===== src/rtl/cr16_pkg.sv =====
// Shared encodings for the CR16-style fetch controller: FSM states,
// opcode/instruction constants and branch condition codes.
package cr16_pkg;

    typedef enum logic [2:0] {
        S_FETCH  = 3'd0,
        S_WAIT   = 3'd1,
        S_DECODE = 3'd2,
        S_UPDATE = 3'd3,
        S_HALT   = 3'd4
    } state_t;

    localparam logic [3:0]  OPC_BCOND  = 4'hC;
    localparam logic [15:0] INSTR_HALT = 16'hFFFF;

    // Sequential fetch advances the PC by one word.
    localparam logic [7:0]  PC_INC_SEQ = 8'h01;

    // Branch condition codes carried in instr[11:8].
    localparam logic [3:0] COND_EQ = 4'h0;
    localparam logic [3:0] COND_NE = 4'h1;
    localparam logic [3:0] COND_CS = 4'h2;
    localparam logic [3:0] COND_CC = 4'h3;
    localparam logic [3:0] COND_HI = 4'h4;
    localparam logic [3:0] COND_LS = 4'h5;
    localparam logic [3:0] COND_GT = 4'h6;
    localparam logic [3:0] COND_LE = 4'h7;
    localparam logic [3:0] COND_FS = 4'h8;
    localparam logic [3:0] COND_FC = 4'h9;
    localparam logic [3:0] COND_LO = 4'hA;
    localparam logic [3:0] COND_HS = 4'hB;
    localparam logic [3:0] COND_LT = 4'hC;
    localparam logic [3:0] COND_GE = 4'hD;
    localparam logic [3:0] COND_UC = 4'hE;
    localparam logic [3:0] COND_NV = 4'hF;

endpackage


===== src/rtl/cond_eval.sv =====
// Combinational branch condition evaluator: maps a 4-bit condition code
// and the processor status flags to a take/no-take decision.
module cond_eval
    import cr16_pkg::*;
(
    input  logic [3:0] cond,
    input  logic       flag_z,
    input  logic       flag_c,
    input  logic       flag_f,
    input  logic       flag_l,
    input  logic       flag_n,
    output logic       take
);

    // Decode the condition against the current flags.
    always_comb begin
        take = 1'b0;
        case (cond)
            COND_EQ: take =  flag_z;
            COND_NE: take = ~flag_z;
            COND_CS: take =  flag_c;
            COND_CC: take = ~flag_c;
            COND_HI: take =  flag_l;
            COND_LS: take = ~flag_l;
            COND_GT: take =  flag_n;
            COND_LE: take = ~flag_n;
            COND_FS: take =  flag_f;
            COND_FC: take = ~flag_f;
            COND_LO: take = ~flag_l & ~flag_z;
            COND_HS: take =  flag_l |  flag_z;
            COND_LT: take = ~flag_n & ~flag_z;
            COND_GE: take =  flag_n |  flag_z;
            COND_UC: take = 1'b1;
            COND_NV: take = 1'b0;
            default: take = 1'b0;
        endcase
    end

endmodule


===== src/rtl/fetch_controller.sv =====
// Instruction fetch controller: sequences FETCH -> WAIT -> DECODE -> UPDATE,
// latches the instruction, stalls on exec_busy, resolves conditional
// branches into a signed PC displacement and parks in HALT on 16'hFFFF.
module fetch_controller
    import cr16_pkg::*;
(
    input  logic        Clock,
    input  logic        Reset,
    input  logic [15:0] instr_data,
    input  logic        exec_busy,
    input  logic        flag_z,
    input  logic        flag_c,
    input  logic        flag_f,
    input  logic        flag_l,
    input  logic        flag_n,
    output logic        pc_enable,
    output logic [7:0]  pc_increase,
    output logic [15:0] instr_reg,
    output logic        instr_valid,
    output logic        halted
);

    state_t      r_state;
    logic        r_pc_enable;
    logic [7:0]  r_pc_increase;
    logic [15:0] r_instr_reg;
    logic        r_instr_valid;
    logic        r_halted;

    logic        w_take;
    logic        w_is_bcond;
    logic        w_is_halt;
    logic [7:0]  w_next_inc;

    // Flags are fed straight in, so they are sampled on the same cycle
    // the controller leaves DECODE.
    cond_eval u_cond_eval (
        .cond   (r_instr_reg[11:8]),
        .flag_z (flag_z),
        .flag_c (flag_c),
        .flag_f (flag_f),
        .flag_l (flag_l),
        .flag_n (flag_n),
        .take   (w_take)
    );

    assign w_is_bcond = (r_instr_reg[15:12] == OPC_BCOND);
    assign w_is_halt  = (r_instr_reg == INSTR_HALT);
    assign w_next_inc = (w_is_bcond && w_take) ? r_instr_reg[7:0] : PC_INC_SEQ;

    // Main FSM; every output is registered and reflects the current state.
    always_ff @(posedge Clock) begin
        if (Reset) begin
            r_state       <= S_FETCH;
            r_pc_enable   <= 1'b0;
            r_pc_increase <= 8'h00;
            r_instr_reg   <= 16'h0000;
            r_instr_valid <= 1'b0;
            r_halted      <= 1'b0;
        end else begin
            case (r_state)
                // Address already presented; wait out the memory latency.
                S_FETCH: begin
                    r_pc_enable <= 1'b0;
                    r_state     <= S_WAIT;
                end
                // Read data is valid now; capture it for decode.
                S_WAIT: begin
                    r_instr_reg   <= instr_data;
                    r_instr_valid <= 1'b1;
                    r_state       <= S_DECODE;
                end
                // Hold the instruction until the datapath accepts it.
                S_DECODE: begin
                    if (!exec_busy) begin
                        r_instr_valid <= 1'b0;
                        if (w_is_halt) begin
                            r_halted <= 1'b1;
                            r_state  <= S_HALT;
                        end else begin
                            r_pc_enable   <= 1'b1;
                            r_pc_increase <= w_next_inc;
                            r_state       <= S_UPDATE;
                        end
                    end
                end
                // Single-cycle PC update pulse; displacement stays put after.
                S_UPDATE: begin
                    r_pc_enable <= 1'b0;
                    r_state     <= S_FETCH;
                end
                // Only Reset leaves this state.
                S_HALT: begin
                    r_pc_enable   <= 1'b0;
                    r_instr_valid <= 1'b0;
                    r_halted      <= 1'b1;
                end
                default: begin
                    r_pc_enable   <= 1'b0;
                    r_instr_valid <= 1'b0;
                    r_state       <= S_FETCH;
                end
            endcase
        end
    end

    assign pc_enable   = r_pc_enable;
    assign pc_increase = r_pc_increase;
    assign instr_reg   = r_instr_reg;
    assign instr_valid = r_instr_valid;
    assign halted      = r_halted;

endmodule


===== config.mk =====
export PLATFORM = sky130hd
export DESIGN_NAME = fetch_controller
export DESIGN_NICKNAME = d
export VERILOG_FILES = /design/src/rtl/cr16_pkg.sv /design/src/rtl/cond_eval.sv /design/src/rtl/fetch_controller.sv
export SDC_FILE = /design/constraint.sdc
export NUM_CORES = 1
export LEC_CHECK = 0
export ABC_AREA = 1
export CORE_ASPECT_RATIO = 1.1
export CORE_MARGIN = 2
export CORE_UTILIZATION = 35
export CTS_CLUSTER_DIAMETER = 200
export DETAILED_ROUTE_END_ITERATION = 10
export PLACE_DENSITY_LB_ADDON = 0.08
export SYNTH_ARGS = -nofsm -noshare
export SYNTH_HDL_FRONTEND = slang
export SYNTH_SLANG_ARGS = --single-unit

===== constraint.sdc =====
create_clock -name Clock -period 1.3 [get_ports Clock]
set_input_delay 0.325 -clock Clock [delete_from_list [all_inputs] [get_ports Clock]]
set_output_delay 0.325 -clock Clock [all_outputs]
set_load 0.05 [all_outputs]

==> report_table.html <==
<table>
<tr><th>Metric</th><th>Value</th></tr>
<tr><th colspan="2">Status</th></tr>
<tr><td>Status</td><td>finished, violations left</td></tr>
<tr><td>Failing checks</td><td>setup timing</td></tr>
<tr><th colspan="2">Worst setup path</th></tr>
<tr><td>Crit path capture type</td><td>flop</td></tr>
<tr><td>Worst-path fanout max</td><td>8</td></tr>
<tr><td>Critical setup path kind</td><td>reg -&gt; reg</td></tr>
<tr><td>Req. time, crit path</td><td>1.48 ns</td></tr>
<tr><td>Critical path cell sequence</td><td>inv_6 -&gt; nor2_4 -&gt; nand2_1 -&gt; nand3_1 -&gt; nand2_1 -&gt; nand2_1 -&gt; inv_2 -&gt; nand2_4 -&gt; nand2_1 -&gt; o21ai_1 -&gt; inv_1</td></tr>
<tr><td>Cell occurring most often along the worst timing path</td><td>nand2_1</td></tr>
<tr><td>Worst path max stage delay</td><td>approximately 0.42 ns</td></tr>
<tr><td>Worst setup slack for register-to-register paths</td><td>-0.08 ns</td></tr>
<tr><td>CP Launch Type</td><td>flop</td></tr>
<tr><td>Critical path's slowest cell</td><td>dfxtp_4</td></tr>
<tr><td>Crit path arrival time</td><td>about 1.6 ns</td></tr>
<tr><th colspan="2">Global routing</th></tr>
<tr><td>Overflow left after global routing</td><td>0</td></tr>
<tr><td>Pin count of the biggest net entering global routing</td><td>20</td></tr>
<tr><td>First-pass GRT wire length</td><td>7.05 mm</td></tr>
<tr><td>Total track usage</td><td>0.199</td></tr>
<tr><td>Vias in the first global route</td><td>approximately 1600</td></tr>
<tr><td>Number of antenna violations at the first check in global routing</td><td>0</td></tr>
<tr><th colspan="2">Finish</th></tr>
<tr><td>Largest register FFs</td><td>16</td></tr>
<tr><td>Layout-stage area growth over the synthesis result</td><td>106%</td></tr>
<tr><td>Count of inserted antenna diode cells</td><td>0</td></tr>
<tr><td>Fill cell instance count of the final layout</td><td>273</td></tr>
<tr><td>Number of non-filler instances in the completed layout</td><td>between 300 and 400</td></tr>
<tr><td>Share of layout cells above drive strength 1</td><td>0.491</td></tr>
<tr><td>Final core area utilization</td><td>0.737</td></tr>
<tr><td>Total number of nets in the final design</td><td>314</td></tr>
<tr><th colspan="2">Floorplanning</th></tr>
<tr><td>Chip Width</td><td>64.1 um</td></tr>
<tr><td>Number of rows created at floorplan</td><td>24</td></tr>
<tr><td>Overall die area</td><td>4490 um^2</td></tr>
<tr><td>Starting density of the core</td><td>0.359</td></tr>
<tr><td>I/O pins</td><td>51</td></tr>
<tr><td>Die Span Y</td><td>70.1 um</td></tr>
<tr><td>Area of the core</td><td>3870 um^2</td></tr>
<tr><th colspan="2">Timing</th></tr>
<tr><td>Setup ws final</td><td>-0.0757 ns</td></tr>
<tr><td>Transition time of the tightest slew-check pin</td><td>0.287 ns</td></tr>
<tr><td>RSZ-0062 raised after global routing</td><td>yes</td></tr>
<tr><td>Final hold vios</td><td>0</td></tr>
<tr><td>Clk_skew</td><td>0.00871 ns</td></tr>
<tr><td>Final setup violation count</td><td>9</td></tr>
<tr><td>Final Critical Period</td><td>1.38 ns</td></tr>
<tr><td>Post-route clock period utilization</td><td>1.06</td></tr>
<tr><td>Max-slew violation count</td><td>0</td></tr>
<tr><td>Maximum clock frequency</td><td>a little over 700 MHz</td></tr>
<tr><td>Max_slew headroom</td><td>0.808</td></tr>
<tr><th colspan="2">Clock tree</th></tr>
<tr><td>Buffer levels on the longest clock path</td><td>2</td></tr>
<tr><td>Clock transition time at the flip-flop clock pins of the worst setup and hold paths</td><td>0.07 ns</td></tr>
<tr><td>CTS tree</td><td>yes</td></tr>
<tr><td>Total clock sinks</td><td>30</td></tr>
<tr><td>Clock root buffer</td><td>clkbuf_8</td></tr>
<tr><td>Clk Latency, worst-skew pair</td><td>0.29 ns</td></tr>
<tr><td>H-tree depth</td><td>2</td></tr>
<tr><td>Clock buffer count from CTS</td><td>5</td></tr>
<tr><td>Post-cts hold buffer count</td><td>0</td></tr>
<tr><th colspan="2">Synthesis</th></tr>
<tr><td>Post-synthesis register bit count</td><td>30</td></tr>
<tr><td>Multiplexer share of the synthesized area</td><td>0</td></tr>
<tr><td>Most area-consuming cells after synthesis</td><td>dfxtp_1 43%, nor2_1 11%, o21ai_0 8.6%, nand2_1 7.3%, a21oi_1 6.1%</td></tr>
<tr><td>Synth Area in Adders</td><td>0</td></tr>
<tr><td>Fraction of the yosys area taken by sequential cells</td><td>0.432</td></tr>
<tr><td>Post-synth top area share</td><td>0.432</td></tr>
<tr><td>Main combinational cell family by area after synthesis</td><td>simple AND/OR/NAND/NOR gates</td></tr>
<tr><td>Number of distinct standard cells referenced by the synthesized netlist</td><td>24</td></tr>
<tr><td>Mapped Nets</td><td>225</td></tr>
<tr><td>Xor and xnor area share after synthesis</td><td>0</td></tr>
<tr><td>Post-Syn Instances</td><td>between 200 and 250</td></tr>
<tr><td>Prevailing post-synth register cell</td><td>dfxtp_1</td></tr>
<tr><td>Cell area after synthesis</td><td>1390 um^2</td></tr>
<tr><td>Compound-cell area share of the yosys netlist</td><td>0.177</td></tr>
<tr><td>Yosys Warn Count</td><td>0</td></tr>
<tr><td>Simple-gate portion of the synthesized area</td><td>0.312</td></tr>
<tr><td>Average instance area after synthesis</td><td>6.91 um^2</td></tr>
<tr><td>FFs w/ async S/R, synth</td><td>0</td></tr>
<tr><td>Number of flops mapped to enable cells by yosys</td><td>0</td></tr>
<tr><td>Largest area contributor in the synthesized netlist</td><td>dfxtp_1</td></tr>
<tr><th colspan="2">Power and ir drop</th></tr>
<tr><td>Relative contribution of combinational cells to total power</td><td>0.580</td></tr>
<tr><td>Design internal power</td><td>2.90 mW</td></tr>
<tr><td>Final total power</td><td>5.05 mW</td></tr>
<tr><td>VDD IR max</td><td>0.867 mV</td></tr>
<tr><td>Power density normalized to cell area</td><td>1770 nW/um^2</td></tr>
<tr><td>Share of total power in the clock network</td><td>0.142</td></tr>
<tr><td>Total net switching power</td><td>2.14 mW</td></tr>
<tr><td>Switch share</td><td>0.425</td></tr>
<tr><td>Reg power frac</td><td>0.277</td></tr>
<tr><td>Static power due to leakage</td><td>1.19 nW</td></tr>
<tr><th colspan="2">Routing</th></tr>
<tr><td>Routed Wire Length</td><td>4.33 mm</td></tr>
<tr><td>Vias after detailed routing</td><td>1660</td></tr>
<tr><td>Remaining DRCs</td><td>0</td></tr>
<tr><td>Detailed router's first-iteration violation count</td><td>between 100 and 150</td></tr>
<tr><td>Detailed-routing iteration count for the pre-antenna-repair pass</td><td>4</td></tr>
<tr><td>Antenna-violating nets left</td><td>0</td></tr>
<tr><td>Met2 wirelength from detailed routing</td><td>2.27 mm</td></tr>
<tr><td>Routed length on met3</td><td>223 um</td></tr>
<tr><td>Max layer used</td><td>met4</td></tr>
<tr><td>Met1 Routed Length</td><td>between 1.5 and 2 mm</td></tr>
<tr><td>Average via count per standard cell</td><td>roughly 4.8</td></tr>
<tr><td>Avg WL per Cell</td><td>12.6 um</td></tr>
<tr><th colspan="2">Place</th></tr>
<tr><td>Post-DP HPWL</td><td>3.09 mm</td></tr>
<tr><td>Placed cell count</td><td>between 300 and 400</td></tr>
<tr><td>Worst Setup Slack post-DPL</td><td>-0.399 ns</td></tr>
<tr><td>Routability congestion estimate from global placement</td><td>0.818</td></tr>
<tr><td>Number of input and output port buffers inserted</td><td>50</td></tr>
<tr><th colspan="2">Run</th></tr>
<tr><td>Max_cap viols</td><td>0</td></tr>
<tr><th colspan="2">Worst hold path</th></tr>
<tr><td>Classification of the worst-slack hold path</td><td>reg -&gt; reg</td></tr>
</table>
## cells in the mapped netlist, types with 3 or more instances
master	instances
inv_1	18
nor3_1	3
nor2_1	41
nand3_1	17
dfxtp_1	30
o21ai_0	24
inv_2	4
o21ai_1	3
nand2_1	27
a21oi_1	17
## logic make-up (layout without fill, tap and decap cells)
| kind of cell | count (synthesis) | after routing |
|---|---|---|
| AOI/OAI and AO/OA | 47 | 47 |
| buffers and inverters | 27 | 117 |
| and+or+nand+nor | 97 | 97 |
| DFF | 30 | 30 |
## critical path, delay by kind of cell (launching register included)
kind	cells	cell delay, ns
AOI/OAI and AO/OA	1	0.11
buffers and inverters	3	0.14
DFF	1	0.42
and+or+nand+nor	7	0.60
## metrics by stage
step | setup TNS, ns | instance area [um^2] | hold slack, ns
global route | -1.46 | 2860 | 0.527
finish | -0.365 | 2860 | 0.499
detailed placement | -3.73 | 2490 | 0.491
floorplan | -0.229 | 1440 | 0.394
global placement | -3.11 | 2490 | 0.494
CTS | -0.148 | 2690 | 0.505
## what timing repair did
action                                  in CTS  in global routing
buffers inserted                             1                  5
pin swaps                                    5                 16
endpoints found under the setup margin      11                 18
resized for setup                           35                 41
## layout by cell type (no fill, tap or decap), types with 4 or more instances in the layout
| master | count |
|---|---|
| nor2_1 | 33 |
| buf_4 | 32 |
| buf_12 | 28 |
| nand2_1 | 21 |
| clkdlybuf4s50_1 | 21 |
| o21ai_0 | 18 |
| a21oi_1 | 11 |
| dfxtp_1 | 11 |
| inv_1 | 10 |
| nand3_2 | 10 |
| dfxtp_4 | 10 |
| dfxtp_2 | 9 |
| inv_2 | 8 |
| nand3_1 | 7 |
| nor2_4 | 6 |
| a21oi_2 | 6 |
| o21ai_1 | 5 |
| clkbuf_8 | 5 |
| nand2_2 | 4 |
| o21ai_2 | 4 |
| buf_6 | 4 |
## per-layer routing
metal / vias up / global-route usage
met5: - / 0
met4: 0 / 0.0797
met1: 764 / 0.240
li1: 840 / -
met3: 7 / 0.0370
met2: 49 / 0.343
## final timing paths
check	from	endpoint	cells past startpoint
setup reg to reg	instr_reg[8]	pc_increase[0]	11
hold reg to reg	halted	halted	2
hold / removal	halted	halted	2
setup / recovery	instr_reg[8]	pc_increase[0]	11
## power groups by stage
stage	clock network (mW)	logic, mW	registers, mW
2_1_floorplan	0	0.595	1.98
3_3_place_gp	0	2.56	1.36
3_5_place_dp	0	2.58	1.36
4_1_cts	0.729	2.75	1.37
5_1_grt	0.776	3.10	1.43
6_report	0.718	2.93	1.40
## layout make-up
cell class	count	area, um^2	area share
multi-input cells	144	886	0.310
repair buffers	87	1070	0.376
clock buffers	6	72.6	0.0254
well taps	52	65.1	0.0228
flip-flops and latches	30	649	0.227
clock inverters	2	8.76	0.00307
inverters	22	100	0.0351
Note: power is estimated with default switching activity, not from simulation.
